File: src/rtl/tiny_alu_pkg.sv
// Shared TinyALU opcode encoding, issuer FSM state type and the queued command format.
package tiny_alu_pkg;

  typedef enum logic [2:0] {
    NO_OP  = 3'b000,
    ADD_OP = 3'b001,
    AND_OP = 3'b010,
    XOR_OP = 3'b011,
    MUL_OP = 3'b100,
    RST_OP = 3'b111
  } operation_t;

  typedef enum logic [2:0] {
    IDLE,
    ISSUE,
    NOP,
    RST,
    ERR
  } issuer_state_t;

  typedef struct packed {
    logic [2:0] op;
    logic [7:0] a;
    logic [7:0] b;
  } cmd_t;

  // Codes 101 and 110 have no ALU meaning and are answered with an error response.
  function automatic logic is_illegal(input logic [2:0] op);
    return (op == 3'b101) || (op == 3'b110);
  endfunction

endpackage

File: src/rtl/tinyalu_cmd_fifo.sv
// Synchronous command FIFO; a count register separates full from empty, no push/pop bypass.
module tinyalu_cmd_fifo #(
  parameter int DEPTH = 4,
  parameter int WIDTH = 19
) (
  input  logic             clk,
  input  logic             reset,
  input  logic             push,
  input  logic             pop,
  input  logic [WIDTH-1:0] wdata,
  output logic [WIDTH-1:0] rdata,
  output logic             full,
  output logic             empty
);

  localparam int AW = $clog2(DEPTH);

  logic [WIDTH-1:0] mem [DEPTH];
  logic [AW-1:0]    wr_ptr;
  logic [AW-1:0]    rd_ptr;
  logic [AW:0]      count;
  logic             do_push;
  logic             do_pop;

  assign full    = (count == (AW+1)'(DEPTH));
  assign empty   = (count == '0);
  assign do_push = push && !full;
  assign do_pop  = pop && !empty;
  assign rdata   = mem[rd_ptr];

  always_ff @(posedge clk) begin
    if (do_push) mem[wr_ptr] <= wdata;
  end

  always_ff @(posedge clk) begin
    if (reset) begin
      wr_ptr <= '0;
      rd_ptr <= '0;
      count  <= '0;
    end else begin
      if (do_push) wr_ptr <= wr_ptr + 1'b1;
      if (do_pop)  rd_ptr <= rd_ptr + 1'b1;
      count <= count + (AW+1)'(do_push) - (AW+1)'(do_pop);
    end
  end

endmodule

File: src/rtl/tinyalu_cmd_issuer.sv
// Buffers commands and drives the TinyALU start/done protocol, returning one response per op.
// Optional ISSUE watchdog is enabled by defining TINYALU_ISSUER_TIMEOUT_EN.
module tinyalu_cmd_issuer
  import tiny_alu_pkg::*;
#(
  parameter int DEPTH          = 4,
  parameter int TIMEOUT_CYCLES = 31
) (
  input  logic        clk,
  input  logic        reset,
  input  logic        cmd_valid,
  output logic        cmd_ready,
  input  logic [7:0]  cmd_a,
  input  logic [7:0]  cmd_b,
  input  logic [2:0]  cmd_op,
  output logic [7:0]  alu_a,
  output logic [7:0]  alu_b,
  output logic [2:0]  alu_op,
  output logic        alu_start,
  output logic        alu_reset_n,
  input  logic        alu_done,
  input  logic [15:0] alu_result,
  output logic        rsp_valid,
  input  logic        rsp_ready,
  output logic [15:0] rsp_result,
  output logic [2:0]  rsp_op,
  output logic        rsp_err
);

  if (DEPTH < 2 || (DEPTH & (DEPTH - 1)) != 0 || TIMEOUT_CYCLES < 1) begin : g_bad_param
    $error("tinyalu_cmd_issuer: DEPTH must be a power of two >= 2, TIMEOUT_CYCLES >= 1");
  end

  issuer_state_t state;
  cmd_t          push_data;
  cmd_t          head;
  logic          full;
  logic          empty;
  logic          pop;
  logic [2:0]    cur_op;
  logic          rst_cnt;

  // A response consumed this cycle frees the register, so the next pop may happen on the same edge.
  assign pop         = (state == IDLE) && !empty && (!rsp_valid || rsp_ready);
  assign cmd_ready   = !full && !reset;
  assign alu_reset_n = !(reset || (state == RST));
  assign push_data   = '{op: cmd_op, a: cmd_a, b: cmd_b};

  tinyalu_cmd_fifo #(
    .DEPTH (DEPTH),
    .WIDTH ($bits(cmd_t))
  ) u_fifo (
    .clk   (clk),
    .reset (reset),
    .push  (cmd_valid && cmd_ready),
    .pop   (pop),
    .wdata (push_data),
    .rdata (head),
    .full  (full),
    .empty (empty)
  );

`ifdef TINYALU_ISSUER_TIMEOUT_EN
  localparam int TW = $clog2(TIMEOUT_CYCLES + 1);
  localparam logic [TW-1:0] TO_LAST = TW'(TIMEOUT_CYCLES - 1);
  logic [TW-1:0] to_cnt;
  logic          abort;
`endif

  always_ff @(posedge clk) begin
    if (reset) begin
      state      <= IDLE;
      alu_a      <= '0;
      alu_b      <= '0;
      alu_op     <= '0;
      alu_start  <= 1'b0;
      rsp_valid  <= 1'b0;
      rsp_result <= '0;
      rsp_op     <= '0;
      rsp_err    <= 1'b0;
      cur_op     <= '0;
      rst_cnt    <= 1'b0;
`ifdef TINYALU_ISSUER_TIMEOUT_EN
      to_cnt     <= '0;
      abort      <= 1'b0;
`endif
    end else begin
      if (rsp_valid && rsp_ready) rsp_valid <= 1'b0;
      case (state)
        IDLE: begin
          if (pop) begin
            cur_op <= head.op;
            if (is_illegal(head.op)) begin
              state <= ERR;
            end else if (head.op == RST_OP) begin
              state   <= RST;
              rst_cnt <= 1'b0;
            end else begin
              alu_a  <= head.a;
              alu_b  <= head.b;
              alu_op <= head.op;
              if (head.op == NO_OP) begin
                state     <= NOP;
                alu_start <= 1'b1;
              end else begin
                state <= ISSUE;
`ifdef TINYALU_ISSUER_TIMEOUT_EN
                to_cnt <= '0;
`endif
              end
            end
          end
        end
        ISSUE: begin
          // Done only counts once start has actually been presented to the ALU.
          if (alu_start && alu_done) begin
            alu_start  <= 1'b0;
            rsp_valid  <= 1'b1;
            rsp_result <= alu_result;
            rsp_op     <= cur_op;
            rsp_err    <= 1'b0;
            state      <= IDLE;
          end
`ifdef TINYALU_ISSUER_TIMEOUT_EN
          else if (alu_start && to_cnt == TO_LAST) begin
            alu_start <= 1'b0;
            abort     <= 1'b1;
            rst_cnt   <= 1'b0;
            state     <= RST;
          end
`endif
          else begin
            alu_start <= 1'b1;
`ifdef TINYALU_ISSUER_TIMEOUT_EN
            if (alu_start) to_cnt <= to_cnt + 1'b1;
`endif
          end
        end
        NOP: begin
          alu_start <= 1'b0;
          state     <= IDLE;
        end
        RST: begin
          if (rst_cnt) begin
`ifdef TINYALU_ISSUER_TIMEOUT_EN
            state <= abort ? ERR : IDLE;
`else
            state <= IDLE;
`endif
          end else begin
            rst_cnt <= 1'b1;
          end
        end
        ERR: begin
          rsp_valid  <= 1'b1;
          rsp_err    <= 1'b1;
          rsp_result <= '0;
          rsp_op     <= cur_op;
          state      <= IDLE;
`ifdef TINYALU_ISSUER_TIMEOUT_EN
          abort      <= 1'b0;
`endif
        end
        default: state <= IDLE;
      endcase
    end
  end

endmodule
File: config.mk
export PLATFORM = sky130hd
export DESIGN_NAME = tinyalu_cmd_issuer
export DESIGN_NICKNAME = d
export VERILOG_FILES = /design/src/rtl/tiny_alu_pkg.sv /design/src/rtl/tinyalu_cmd_fifo.sv /design/src/rtl/tinyalu_cmd_issuer.sv
export SDC_FILE = /design/constraint.sdc
export NUM_CORES = 1
export LEC_CHECK = 0
export ABC_AREA = 1
export CAP_MARGIN = 0
export CELL_PAD_IN_SITES_DETAIL_PLACEMENT = 0
export CELL_PAD_IN_SITES_GLOBAL_PLACEMENT = 1
export CORE_MARGIN = 4
export CORE_UTILIZATION = 43
export CTS_BUF_LIST = sky130_fd_sc_hd__clkbuf_8
export DETAILED_ROUTE_END_ITERATION = 6
export GPL_ROUTABILITY_DRIVEN = 0
export PLACE_DENSITY = 0.84
export RECOVER_POWER = 50
export SYNTH_ARGS = -nofsm -noshare
export SYNTH_HDL_FRONTEND = slang
export SYNTH_SLANG_ARGS = --single-unit
File: constraint.sdc
create_clock -name clk -period 2.8 [get_ports clk]
set_input_delay 0.56 -clock clk [delete_from_list [all_inputs] [get_ports clk]]
set_output_delay 0.56 -clock clk [all_outputs]
set_load 0.02 [all_outputs]
==> summary.md <==
| Metric | Value |
|---|---|
| Hold WC Path Type | `reg -> reg` |
| Largest net degree at the start of global routing | `33` |
| Share of cells above drive strength 1 | `approximately 10%` |
| Worst-Margin Slew | `1.31 ns` |
| Die outline height | `117 um` |
| Post-synth cell types | `30` |
| Core ar. | `between 10000 and 15000 um^2` |
| TritonRoute pass-1 iters | `4` |
| Drt total wl | `11000 um` |
| Synth top area cells | `edfxtp_1, dfxtp_1, o21ai_0, nor2_1, inv_1` |
| Final Critical Period | `2.46 ns` |
| Fmax | `0.407 GHz` |
| Root Driver | `clkbuf_8` |
| Worst setup slack after layout | `0.341 ns` |
| Critical path class | `in -> out` |
| Pwr/cell area | `948 nW/um^2` |
| Placed Cells | `709` |
| Startpoint Class | `primary input` |
| Final instance area | `6570 um^2` |
| Initial Util | `44.6%` |
| Slew Viols, Final | `0` |
| Max Cap Violations | `0` |
| CP max FO | `3` |
| Worst-path clk slew | `0.07 ns` |
| Worst IR drop on VDD | `401 uV` |
| Port bufs | `82` |
| Sequential share of the synthesized area | `66.4%` |
| Fill cell count | `between 1000 and 1500` |
| FF+latch area | `3420 um^2` |
| Leak pwr | `around 2.4 nW` |
| Relative slew margins | `between 10% and 20%` |
| Drc violations | `0` |
| TritonCTS Buffers | `17` |
| Row count | `39` |
| Status | `completed` |
| Dominant cell type by area after synthesis | `edfxtp_1` |
| Avg Inst Size Synth | `10.5 um^2` |
| Flops & latches, synth | `between 100 and 150` |
| Worst clock skew | `roughly 0.014 ns` |
| Final setup vio count | `0` |
| Cts repair resizes | `0` |
| Syn nets | `540` |
| Total of warnings raised by yosys | `0` |
| Post-Route Setup TNS | `0 ns` |
| RSZ-0062 raised after global routing | `false` |
| Top-area cell type share of the netlist area | `between 40% and 50%` |
| Area of the multi-input gates | `~1400 um^2` |
| Dpl ws | `0.0969 ns` |
| Clock Path Buffers | `2` |
| Hold Startpoint | `rsp_result[13]` |
| # hold bufs at CTS | `0` |
| Mapped cell area | `5150 um^2` |
| Setup bufs post-CTS | `0` |
| First-pass GRT wire length | `roughly 18000 um` |
| Antenna Nets Post-Route | `0` |
| Cells after synthesis | `about 490` |
| H-Tree Depth | `4` |
| Hold Fails Final Rpt | `0` |
| DP Area | `6140 um^2` |
| Critical Path RT | `2.24 ns` |
| IO Count | `83` |
| Critical Path AT | `1.90 ns` |
| Crit. End Element | `primary output` |
| Layout area overhead | `27.4%` |
| CTS tree | `built` |
| Skew-Pair Late Insertion Delay | `0.43 ns` |
| 1st-iter DRT viols | `198` |
| Post-DR vias/cell | `5.07` |
| Die ar. | `13800 um^2` |
| DIE WIDTH | `about 120 um` |
| Initial antenna violation count | `0` |
| Final period utilization | `87.8%` |
| Total number of vias | `roughly 3800` |
| Post-layout nets | `632` |
| Sink Count | `133` |
| Total track usage | `between 15 and 20%` |
| Post-DP HPWL | `~6900 um` |
| Wire per inst | `14.8 um` |
| Fin cells | `741` |
| Gr ovfl total | `0` |
| Setup crit start | `reset` |
| Vias in the first global route | `3556` |
| Ant diodes | `0` |
routing by layer:
layer	part of all wire [%]	GRT usage, %
met5	0	0
met4	1.0	5.42
met3	5.0	4.81
met2	46	26.1
met1	48	21.0
report_power, final:
part | internal [mW] | switching, mW
registers | 2.32 | 0.154
clock network | 1.05 | 0.716
logic | 0.728 | 1.26
per-stage QoR:
step           power [mW]  utilization [%]  hold slack, ns
3_5_place_dp         4.52             53.1           0.436
2_1_floorplan        3.89                -           0.435
5_1_grt              6.63             56.8           0.464
3_3_place_gp         4.47             53.1           0.429
4_1_cts              6.29             57.0           0.446
6_report             6.22             56.8           0.443
sequential cells by signal, summed over array words and instances, names as in the netlist, named ones only:
name and count:
u_fifo.wr_ptr 2, alu_b 8, rsp_op 3, rsp_result 16
u_fifo.mem 76, rsp_valid 1, alu_start 1, rsp_err 1
rst_cnt 1, u_fifo.count 3, alu_a 8, u_fifo.rd_ptr 2
cur_op 3, alu_op 3, state 3
critical path, stage by stage:
cell and delay (ns):
clkdlybuf4s50_1 0.44, a31oi_1 0.24, clkdlybuf4s50_1 0.65
cells in the final DEF (no fill, tap or decap), drive strengths merged, types with 2 or more instances in the layout:
master	instances
a21oi	35
a31oi	2
buf	8
bufinv	5
clkbuf	24
clkdlybuf4s50	62
clkinv	6
clkinvlp	2
dfxtp	57
dlygate4sd3	20
edfxtp	76
ha	6
inv	51
nand2	47
nand3	8
nor2	84
nor3	3
o21ai	79
o22ai	16
final cells by class:
class	instances	area share [%]
Timing Repair Buffer	97	13.9
Inverter	49	2.80
Tap cell	143	2.73
Clock inverter	15	3.22
Sequential cell	133	52.1
Multi-Input combinational cell	287	21.7
Clock buffer	17	3.56
kinds of logic after synthesis:
kind of cell,Yosys count,synth area share (%)
AND/OR/NAND/NOR,146,11.9
AO/OA/AOI/OAI,133,13.7
flip-flops,133,66.4
buffers and inverters,73,5.92
adder cells (fa/ha/maj),7,1.85
XOR/XNOR,1,0.170
Yosys cell counts (all sizes together):
master,number
nand4,1
buf,8
edfxtp,76
dfxtp,57
a31oi,2
o22ai,16
xor2,1
nand3b,1
nand3,8
nor3,3
inv,49
nor2,84
clkbuf,16
o21ai,79
or2,1
fa,1
nand2,47
a21oi,35
o211ai,1
ha,6
nor4,1
final timing paths:
| path | slack [ns] | to | cells past startpoint |
|---|---|---|---|
| max reg2reg | 0.37 | alu_a[2] | 8 |
| min reg2reg | 0.44 | rsp_result[13] | 2 |
| max | 0.34 | cmd_ready | 3 |
| min | 0.44 | rsp_result[13] | 2 |
No activity file was read; power rests on OpenSTA's default activity.
